--- config.mk ---
export PLATFORM = sky130hd
export DESIGN_NAME = noc_traffic_node
export DESIGN_NICKNAME = d
export VERILOG_FILES = /design/src/rtl/noc_traffic_node.sv
export SDC_FILE = /design/constraint.sdc
export NUM_CORES = 1
export LEC_CHECK = 0
export ABC_CLOCK_PERIOD_IN_PS = 4900
export CORE_MARGIN = 2
export CORE_UTILIZATION = 46
export CTS_CLUSTER_SIZE = 40
export DETAILED_ROUTE_END_ITERATION = 16
export GPL_TIMING_DRIVEN = 0
export PLACE_DENSITY = 0.75
export SYNTH_ARGS = -nofsm -noshare
export SYNTH_HDL_FRONTEND = slang
export SYNTH_SLANG_ARGS = --single-unit
--- constraint.sdc ---
create_clock -name clk -period 4.9 [get_ports clk]
set_input_delay 0.49 -clock clk [delete_from_list [all_inputs] [get_ports clk]]
set_output_delay 0.49 -clock clk [all_outputs]
set_load 0.1 [all_outputs]
--- src/rtl/noc_traffic_node.sv ---
// noc_traffic_node: NoC traffic generator/sink with 2-phase req/ack links.
// TX issues bursts of packets {dest, seq}; RX acks every packet, counts it,
// and flags packets whose header differs from my_addr.
// Optional macro NOC_TRAFFIC_SYNC_EN: 2-flop synchronisers on ack_i and req_i.
// Ports:
//   clk, rst (sync, active-low)
//   start, mode, fixed_dst, pkt_count, gap, my_addr  - burst control
//   req_o, data_o, ack_i                             - TX link
//   req_i, data_i, ack_o                             - RX link
//   busy, done, tx_cnt, rx_cnt, err_cnt, last_rx     - status
module noc_traffic_node #(
  parameter int unsigned PAYLOAD = 32,
  parameter int unsigned X_BITS  = 1,
  parameter int unsigned Y_BITS  = 1,
  parameter int unsigned CNT_W   = 16
) (
  input  logic                               clk,
  input  logic                               rst,
  input  logic                               start,
  input  logic [1:0]                         mode,
  input  logic [X_BITS+Y_BITS-1:0]           fixed_dst,
  input  logic [CNT_W-1:0]                   pkt_count,
  input  logic [7:0]                         gap,
  input  logic [X_BITS+Y_BITS-1:0]           my_addr,
  output logic                               req_o,
  output logic [X_BITS+Y_BITS+PAYLOAD-1:0]   data_o,
  input  logic                               ack_i,
  input  logic                               req_i,
  input  logic [X_BITS+Y_BITS+PAYLOAD-1:0]   data_i,
  output logic                               ack_o,
  output logic                               busy,
  output logic                               done,
  output logic [CNT_W-1:0]                   tx_cnt,
  output logic [CNT_W-1:0]                   rx_cnt,
  output logic [CNT_W-1:0]                   err_cnt,
  output logic [X_BITS+Y_BITS+PAYLOAD-1:0]   last_rx
);

  localparam int unsigned A_W   = X_BITS + Y_BITS;
  localparam int unsigned PKT_W = A_W + PAYLOAD;
  localparam logic [15:0] LFSR_SEED = 16'hACE1;

  typedef enum logic [1:0] {IDLE, SEND, WAIT_ACK, GAP} tx_state_t;

  function automatic logic [CNT_W-1:0] sat_inc(input logic [CNT_W-1:0] v);
    return (&v) ? v : v + CNT_W'(1);
  endfunction

  // Handshake inputs, optionally synchronised
  logic ack_s, req_s;
`ifdef NOC_TRAFFIC_SYNC_EN
  logic [1:0] ack_sync, req_sync;
  always_ff @(posedge clk) begin
    if (!rst) begin
      ack_sync <= '0;
      req_sync <= '0;
    end else begin
      ack_sync <= {ack_sync[0], ack_i};
      req_sync <= {req_sync[0], req_i};
    end
  end
  assign ack_s = ack_sync[1];
  assign req_s = req_sync[1];
`else
  assign ack_s = ack_i;
  assign req_s = req_i;
`endif

  // TX state and burst context
  tx_state_t        state, state_nxt;
  logic [CNT_W-1:0] burst_len, burst_len_nxt;
  logic [CNT_W-1:0] seq, seq_nxt, seq_inc;
  logic [7:0]       gap_len, gap_len_nxt;
  logic [7:0]       gap_cnt, gap_cnt_nxt;
  logic [1:0]       mode_q, mode_nxt;
  logic [A_W-1:0]   dst, dst_nxt, dest_sel;
  logic [15:0]      lfsr, lfsr_nxt;
  logic             lfsr_fb;
  logic             req_nxt, busy_nxt, done_nxt;
  logic [PKT_W-1:0] data_nxt;
  logic [CNT_W-1:0] tx_cnt_nxt;

  assign seq_inc = seq + CNT_W'(1);
  // Right-shift Fibonacci form of taps 16,14,13,11
  assign lfsr_fb = lfsr[0] ^ lfsr[2] ^ lfsr[3] ^ lfsr[5];
  // dst only advances in mode 01, so it equals fixed_dst for modes 00/11
  assign dest_sel = (mode_q == 2'b10) ? A_W'(lfsr) : dst;

  // Next-state and registered-output logic
  always_comb begin
    state_nxt     = state;
    burst_len_nxt = burst_len;
    seq_nxt       = seq;
    gap_len_nxt   = gap_len;
    gap_cnt_nxt   = gap_cnt;
    mode_nxt      = mode_q;
    dst_nxt       = dst;
    lfsr_nxt      = lfsr;
    req_nxt       = req_o;
    data_nxt      = data_o;
    tx_cnt_nxt    = tx_cnt;
    done_nxt      = 1'b0;
    case (state)
      IDLE: begin
        if (start) begin
          if (pkt_count != '0) begin
            state_nxt     = SEND;
            burst_len_nxt = pkt_count;
            gap_len_nxt   = gap;
            mode_nxt      = mode;
            dst_nxt       = fixed_dst;
            seq_nxt       = '0;
          end else begin
            done_nxt = 1'b1;
          end
        end
      end
      SEND: begin
        data_nxt  = {dest_sel, PAYLOAD'(seq)};
        req_nxt   = ~req_o;
        lfsr_nxt  = {lfsr_fb, lfsr[15:1]};
        if (mode_q == 2'b01) dst_nxt = dst + A_W'(1);
        state_nxt = WAIT_ACK;
      end
      WAIT_ACK: begin
        if (ack_s == req_o) begin
          tx_cnt_nxt = sat_inc(tx_cnt);
          seq_nxt    = seq_inc;
          if (seq_inc == burst_len) begin
            state_nxt = IDLE;
            done_nxt  = 1'b1;
          end else if (gap_len == 8'd0) begin
            state_nxt = SEND;
          end else begin
            state_nxt   = GAP;
            gap_cnt_nxt = gap_len;
          end
        end
      end
      GAP: begin
        if (gap_cnt == 8'd1) state_nxt = SEND;
        else gap_cnt_nxt = gap_cnt - 8'd1;
      end
      default: state_nxt = IDLE;
    endcase
    busy_nxt = (state_nxt != IDLE);
  end

  // TX registers
  always_ff @(posedge clk) begin
    if (!rst) begin
      state     <= IDLE;
      burst_len <= '0;
      seq       <= '0;
      gap_len   <= '0;
      gap_cnt   <= '0;
      mode_q    <= '0;
      dst       <= '0;
      lfsr      <= LFSR_SEED;
      req_o     <= 1'b0;
      data_o    <= '0;
      tx_cnt    <= '0;
      busy      <= 1'b0;
      done      <= 1'b0;
    end else begin
      state     <= state_nxt;
      burst_len <= burst_len_nxt;
      seq       <= seq_nxt;
      gap_len   <= gap_len_nxt;
      gap_cnt   <= gap_cnt_nxt;
      mode_q    <= mode_nxt;
      dst       <= dst_nxt;
      lfsr      <= lfsr_nxt;
      req_o     <= req_nxt;
      data_o    <= data_nxt;
      tx_cnt    <= tx_cnt_nxt;
      busy      <= busy_nxt;
      done      <= done_nxt;
    end
  end

  // RX: a pending request (req level != ack level) is accepted in one cycle
  always_ff @(posedge clk) begin
    if (!rst) begin
      ack_o   <= 1'b0;
      last_rx <= '0;
      rx_cnt  <= '0;
      err_cnt <= '0;
    end else if (req_s != ack_o) begin
      ack_o   <= ~ack_o;
      last_rx <= data_i;
      rx_cnt  <= sat_inc(rx_cnt);
      if (data_i[PKT_W-1 -: A_W] != my_addr) err_cnt <= sat_inc(err_cnt);
    end
  end

endmodule

Word level (Yosys, flattened, before mapping)

Cells that the tools add are included.

Input bits: 69
Output and inout port bits: 120
Logic and storage cells: 91
Bits in registers: 174

Reduce and logical (&&, ||, !) cells: 17
$add $sub $neg: 6
Muxes and demuxes: 26
Bitwise logic cells: 8
Eq/ne operators: 17

Operators by type and width:

| operator                                         | number |
|---|---|
| adder 16 x 1 -> 16 bit, second input constant    | 4 |
| 2-to-1 mux 16 bit                                | 3 |
| AND reduction 16 bit                             | 3 |
| 2-to-1 mux 8 bit                                 | 4 |
| case mux 16 bit (2 select lines)                 | 1 |
| 2-to-1 mux 2 bit                                 | 10 |
| == test 16 bit                                   | 1 |
| case mux 8 bit (2 select lines)                  | 1 |
| nonzero test 16 bit                              | 1 |
| != test 2 bit, second input constant             | 7 |
| AND reduction 3 bit                              | 3 |
| == test 8 x 1 -> 1 bit, second input constant    | 1 |
| zero test 8 bit                                  | 1 |
| case mux 2 bit (4 select lines)                  | 1 |
| AND reduction 4 bit                              | 2 |
| nonzero test 2 bit                               | 4 |
| subtractor 8 x 1 -> 8 bit, second input constant | 1 |
| == test 2 bit, second input constant             | 3 |
| NOT 1 bit                                        | 5 |
| AND reduction 5 bit                              | 1 |
| == test 2 x 1 -> 1 bit, second input constant    | 2 |
| 2-to-1 mux 1 bit                                 | 4 |
| case mux 2 bit (2 select lines)                  | 1 |
| bitwise XOR 1 bit                                | 3 |
| 7 further kinds                                  | 7 |

Longest topological paths before layout

Word-level depth: 6
Gate-level depth with buffers: 11
Mapped depth without buffers: 9

Worst setup path before layout

No wires, ideal clock.

Path kind: flip-flop to flip-flop
Start: reg ack_o
End: reg err_cnt[12]
Cell stages (with the launch flop): 9
Path buffers: 0
Data required time: 4.785 ns
Arrival time: 2.739 ns
Period minus slack after synthesis: 2.854 ns
Library setup time: 0.115 ns
Slack: 2.046 ns
Path through: dfxtp_1 -> xor2_1 -> o21ai_0 -> a41o_1 -> nor3_1 -> and2_1 -> nand3_1 -> xnor2_1 -> and2_1

Word-level cells in the longest chain between the ends: 2

Ends and longest elaborated chain:

| element                       | line | text |
|---|---|---|
| start, declared               | 30   | `output logic ack_o,` |
| start signal, assigned        | 190  | `ack_o <= ~ack_o;` |
| != test 1 bit                 | 189  | `end else if (req_s != ack_o) begin` |
| AND reduction 3 bit (no line) | --   |  |
| end signal, assigned          | 193  | `if (data_i[PKT_W-1 -: A_W] != my_addr) err_cnt <= sat_inc(err_cnt);` |
| end, declared                 | 35   | `output logic [CNT_W-1:0] err_cnt,` |

No other way between the ends.
A chain may end at the register's enable or synchronous reset.

Worst setup path in the final report

Start: reg seq[1]
End: reg gap_cnt[0]

Word-level cells in the longest chain between the ends: 4

Ends and longest elaborated chain:

| element                       | line | text |
|---|---|---|
| start, declared               | 72   | `logic [CNT_W-1:0] seq, seq_nxt, seq_inc;` |
| start signal, assigned        | 168  | `seq <= seq_nxt;` |
| adder 16 x 1 -> 16 bit        | 83   | `assign seq_inc = seq + CNT_W'(1);` |
| == test 16 bit                | 129  | `if (seq_inc == burst_len) begin` |
| != test 2 bit (no line)       | --   |  |
| AND reduction 5 bit (no line) | --   |  |
| end signal, assigned          | 170  | `gap_cnt <= gap_cnt_nxt;` |
| end, declared                 | 74   | `logic [7:0] gap_cnt, gap_cnt_nxt;` |

No other way between the ends.

==> impl_metrics.tcl <==
set metrics [dict create \
    path_max_fanout 10 \
    worst_hold_path.endpoint "last_rx[7]$_SDFFE_PN0P_" \
    synth_edf_count 0 \
    critPathRequiredTime_ns 5.19 \
    use_met1 0.304 \
    cts_num_sinks 174 \
    drt-initial-drc-count 434 \
    crit_slowest_cell "dfxtp_1" \
    fmax_mhz 292 \
    status "finished clean" \
    crit_chain "ha_1, clkbuf_1, nand3_1, xnor2_1, nor4_1, nand4_1, nor4_4, o2bb2ai_2, buf_6, o2111ai_1, o31ai_2" \
    diodes 0 \
    r2r-start "seq[1]$_SDFFE_PN0P_" \
    timing.rr.end "gap_cnt[0]$_SDFFE_PN0P_" \
    cp-end-kind "register" \
    drt_first_pass_iters 5 \
    async_flop_share 0 \
    grt_overflow_total 0 \
    port_buffers 172 \
    hold_depth 2 \
    reg2regPathDepth 11 \
    power_mw 3.78 \
    cts_resized 0 \
    hold_path.class "reg2reg" \
    crit_path_max_incr_delay_ns 0.52 \
    maxSlewHeadroom 0.304 \
    crit_arrival_ns 3.71 \
    drc 0 \
    coreArea_um2 16500 \
    maxCapViolations 0 \
    start_kind "register" \
    rows 47 \
    area_delta_synth_final_pct 34.2 \
    reg2reg_setup_slack_ns 1.48 \
    grt_pass1_vias 6659 \
    avgSynthCellArea_um2 8.15 \
    wl_um 20300 \
    wl_per_cell_um 14.6 \
    min_from "last_rx[7]$_SDFFE_PN0P_" \
    path_clk_slew_ns 0.07 \
    fin_setup_tns_ns 0 \
    p_leak_nw 3.93 \
    holdBufCountCts 0 \
    numCtsBuffers 17 \
    fin_skew_ns 0.00877 \
    worst_slew_pin_slew_ns 1.04 \
    synth-seq-cells 174 \
    clockRootBuffer "clkbuf_16" \
    dieHeight_um 134 \
    fillers 1448 \
    clk_latency_ns 0.43 \
    period_needed_ns 3.42 \
    grt_pass1_wl_um 33000 \
    grt_max_degree 17 \
    grt_util_met2 0.354 \
    slew_violations 0 \
    path_class "reg2reg" \
    syn_area_um2 7770 \
    dpl-instance-area_um2 9830 \
    powerDensity_nw_per_um2 362 \
    drive_above_1_share 0.0614 \
    ys_seq_area_frac 0.448 \
    synthFlopType "dfxtp_1" \
    whs_ns 0.451 \
    dp_hpwl_um 14800 \
    dp_slack_ns 1.57 \
    synth.distinct_cells 62 \
    io_pins 189 \
    rsz0062_at_grt "false" \
    fin_nets 1235 \
    drtAntennaViolNets 0 \
    top_usage_layer "met2" \
    grt_util_all_layers 0.228 \
    vias 7150 \
    die_x_um 134 \
    antenna_found_initial 0 \
    yosysWarningCount 0 \
    use_met3 0.0571 \
    finalSetupViolCount 0 \
    cts_max_path_buffers 2 \
    final.setup.worst_slack_ns 1.48 \
    cts_tree "yes" \
    postSynthCellCount 954 \
    postCtsSetupBuffers 0 \
    period_share 0.699 \
    timing_hold_violations_final 0 \
    gp_congestion 0.948 \
    startpoint "seq[1]$_SDFFE_PN0P_" \
    vdd_ir_drop_max_mv 0.258 \
    htreeDepth 4 \
    die_area_um2 18000 \
    routed_via_density 5.14 \
    final_cell_area_um2 10400 \
    start_util 0.470 \
]
-- cell type report --
type	count	area (um^2)	area share
multi-input cells	712	3930	0.377
flip-flops and latches	174	3480	0.334
repair buffers	172	1720	0.165
clock buffers	19	443	0.0425
plain buffers	75	383	0.0367
well taps	220	275	0.0264
clock inverters	12	163	0.0156
inverters	8	30.0	0.00288
-- worst max-delay path by stage --
stage	depth (start not counted)	slack [ns]	end
after CTS	11	1.58	gap_cnt[0]$_SDFFE_PN0P_
final	11	1.48	gap_cnt[0]$_SDFFE_PN0P_
after floorplan	8	2.05	err_cnt[12]$_SDFFE_PN0P_
after global routing	11	1.28	gap_cnt[0]$_SDFFE_PN0P_
after global placement	8	1.54	err_cnt[9]$_SDFFE_PN0P_
after detailed placement	8	1.57	err_cnt[9]$_SDFFE_PN0P_
-- state kept, by name, summed over array words and instances, names as in the netlist, 8 cells and up --
signal     flops
rx_cnt        16
err_cnt       16
lfsr          16
gap_cnt        8
burst_len     16
seq           16
data_o        18
tx_cnt        16
last_rx       34
gap_len        8
-- metrics by stage --
stage / util / instances
2_1_floorplan: - / 969
3_3_place_gp: 0.595 / 1361
3_5_place_dp: 0.595 / 1361
4_1_cts: 0.631 / 1392
5_1_grt: 0.631 / 1392
6_report: 0.631 / 1392
-- critical path, delay by kind of cell (launching register included) --
kind            cells  cell delay (ns)
compound gates      3             0.38
xor+xnor            1             0.18
fa+ha+maj           1             0.21
buf+inv             2             0.59
flops               1             0.52
simple gates        4             1.41
-- cell families (layout without fill, tap and decap cells) --
kind of cell / count (synthesis) / count (layout) / share of synthesized area
and+or+nand+nor: 443 / 443 / 0.269
DFF: 174 / 174 / 0.448
AOI/OAI and AO/OA: 170 / 170 / 0.133
buffers and inverters: 83 / 286 / 0.0531
xor gates and xnor gates: 73 / 73 / 0.0822
adders and majority gates: 6 / 6 / 0.00966
muxes: 4 / 4 / 0.00515
other: 1 / 16 / 0.000482
-- where the power goes --
| group | internal [mW] | switching [mW] |
|---|---|---|
| Clock | 0.817 | 0.565 |
| Sequential | 1.50 | 0.0530 |
| Combinational | 0.245 | 0.598 |
| Total | 2.56 | 1.22 |
-- cell usage after synthesis, drive strengths merged (3+ instances only) --
cell type,n,area share
o21ai,32,0.022
and3,15,0.012
and2,36,0.029
a21oi,87,0.056
mux2i,4,0.0052
o41ai,3,0.0034
o2111ai,3,0.0042
o211ai,3,0.0029
xnor2,44,0.050
buf,30,0.028
or3,11,0.0090
xor2,29,0.033
a22oi,4,0.0039
a31oi,5,0.0040
ha,6,0.0097
inv,7,0.0034
clkbuf,45,0.022
nor2,49,0.024
nand3,39,0.027
nand2,232,0.11
nor4,10,0.011
and4,7,0.0079
nor2b,4,0.0032
a21boi,16,0.015
a31o,4,0.0045
nor3b,6,0.0064
nor3,11,0.0071
dfxtp,174,0.45
nand4,16,0.014
-- metal layers --
metal | vias up | routed length, um
met5 | - | 0
met4 | 0 | 592
met3 | 34 | 1170
met2 | 208 | 9100
met1 | 3298 | 9480
li1 | 3610 | -
-- cell usage in the layout (no fill, tap or decap), drive strengths merged, types with 3 or more instances in the layout --
cell | netlist | final
a21boi | 16 | 16
a21oi | 87 | 87
a22oi | 4 | 4
a31o | 4 | 4
a31oi | 5 | 5
and2 | 36 | 36
and3 | 15 | 15
and4 | 7 | 7
buf | 30 | 30
bufinv | 0 | 3
clkbuf | 45 | 64
clkdlybuf4s50 | 0 | 172
clkinv | 1 | 7
conb | 1 | 16
dfxtp | 174 | 174
ha | 6 | 6
inv | 7 | 8
mux2i | 4 | 4
nand2 | 232 | 232
nand3 | 39 | 39
nand4 | 16 | 16
nor2 | 49 | 49
nor2b | 4 | 4
nor3 | 11 | 11
nor3b | 6 | 6
nor4 | 10 | 10
o2111ai | 3 | 3
o211ai | 3 | 3
o21ai | 32 | 32
o41ai | 3 | 3
or3 | 11 | 11
xnor2 | 44 | 44
xor2 | 29 | 29
No activity file was read; power rests on OpenSTA's default activity.
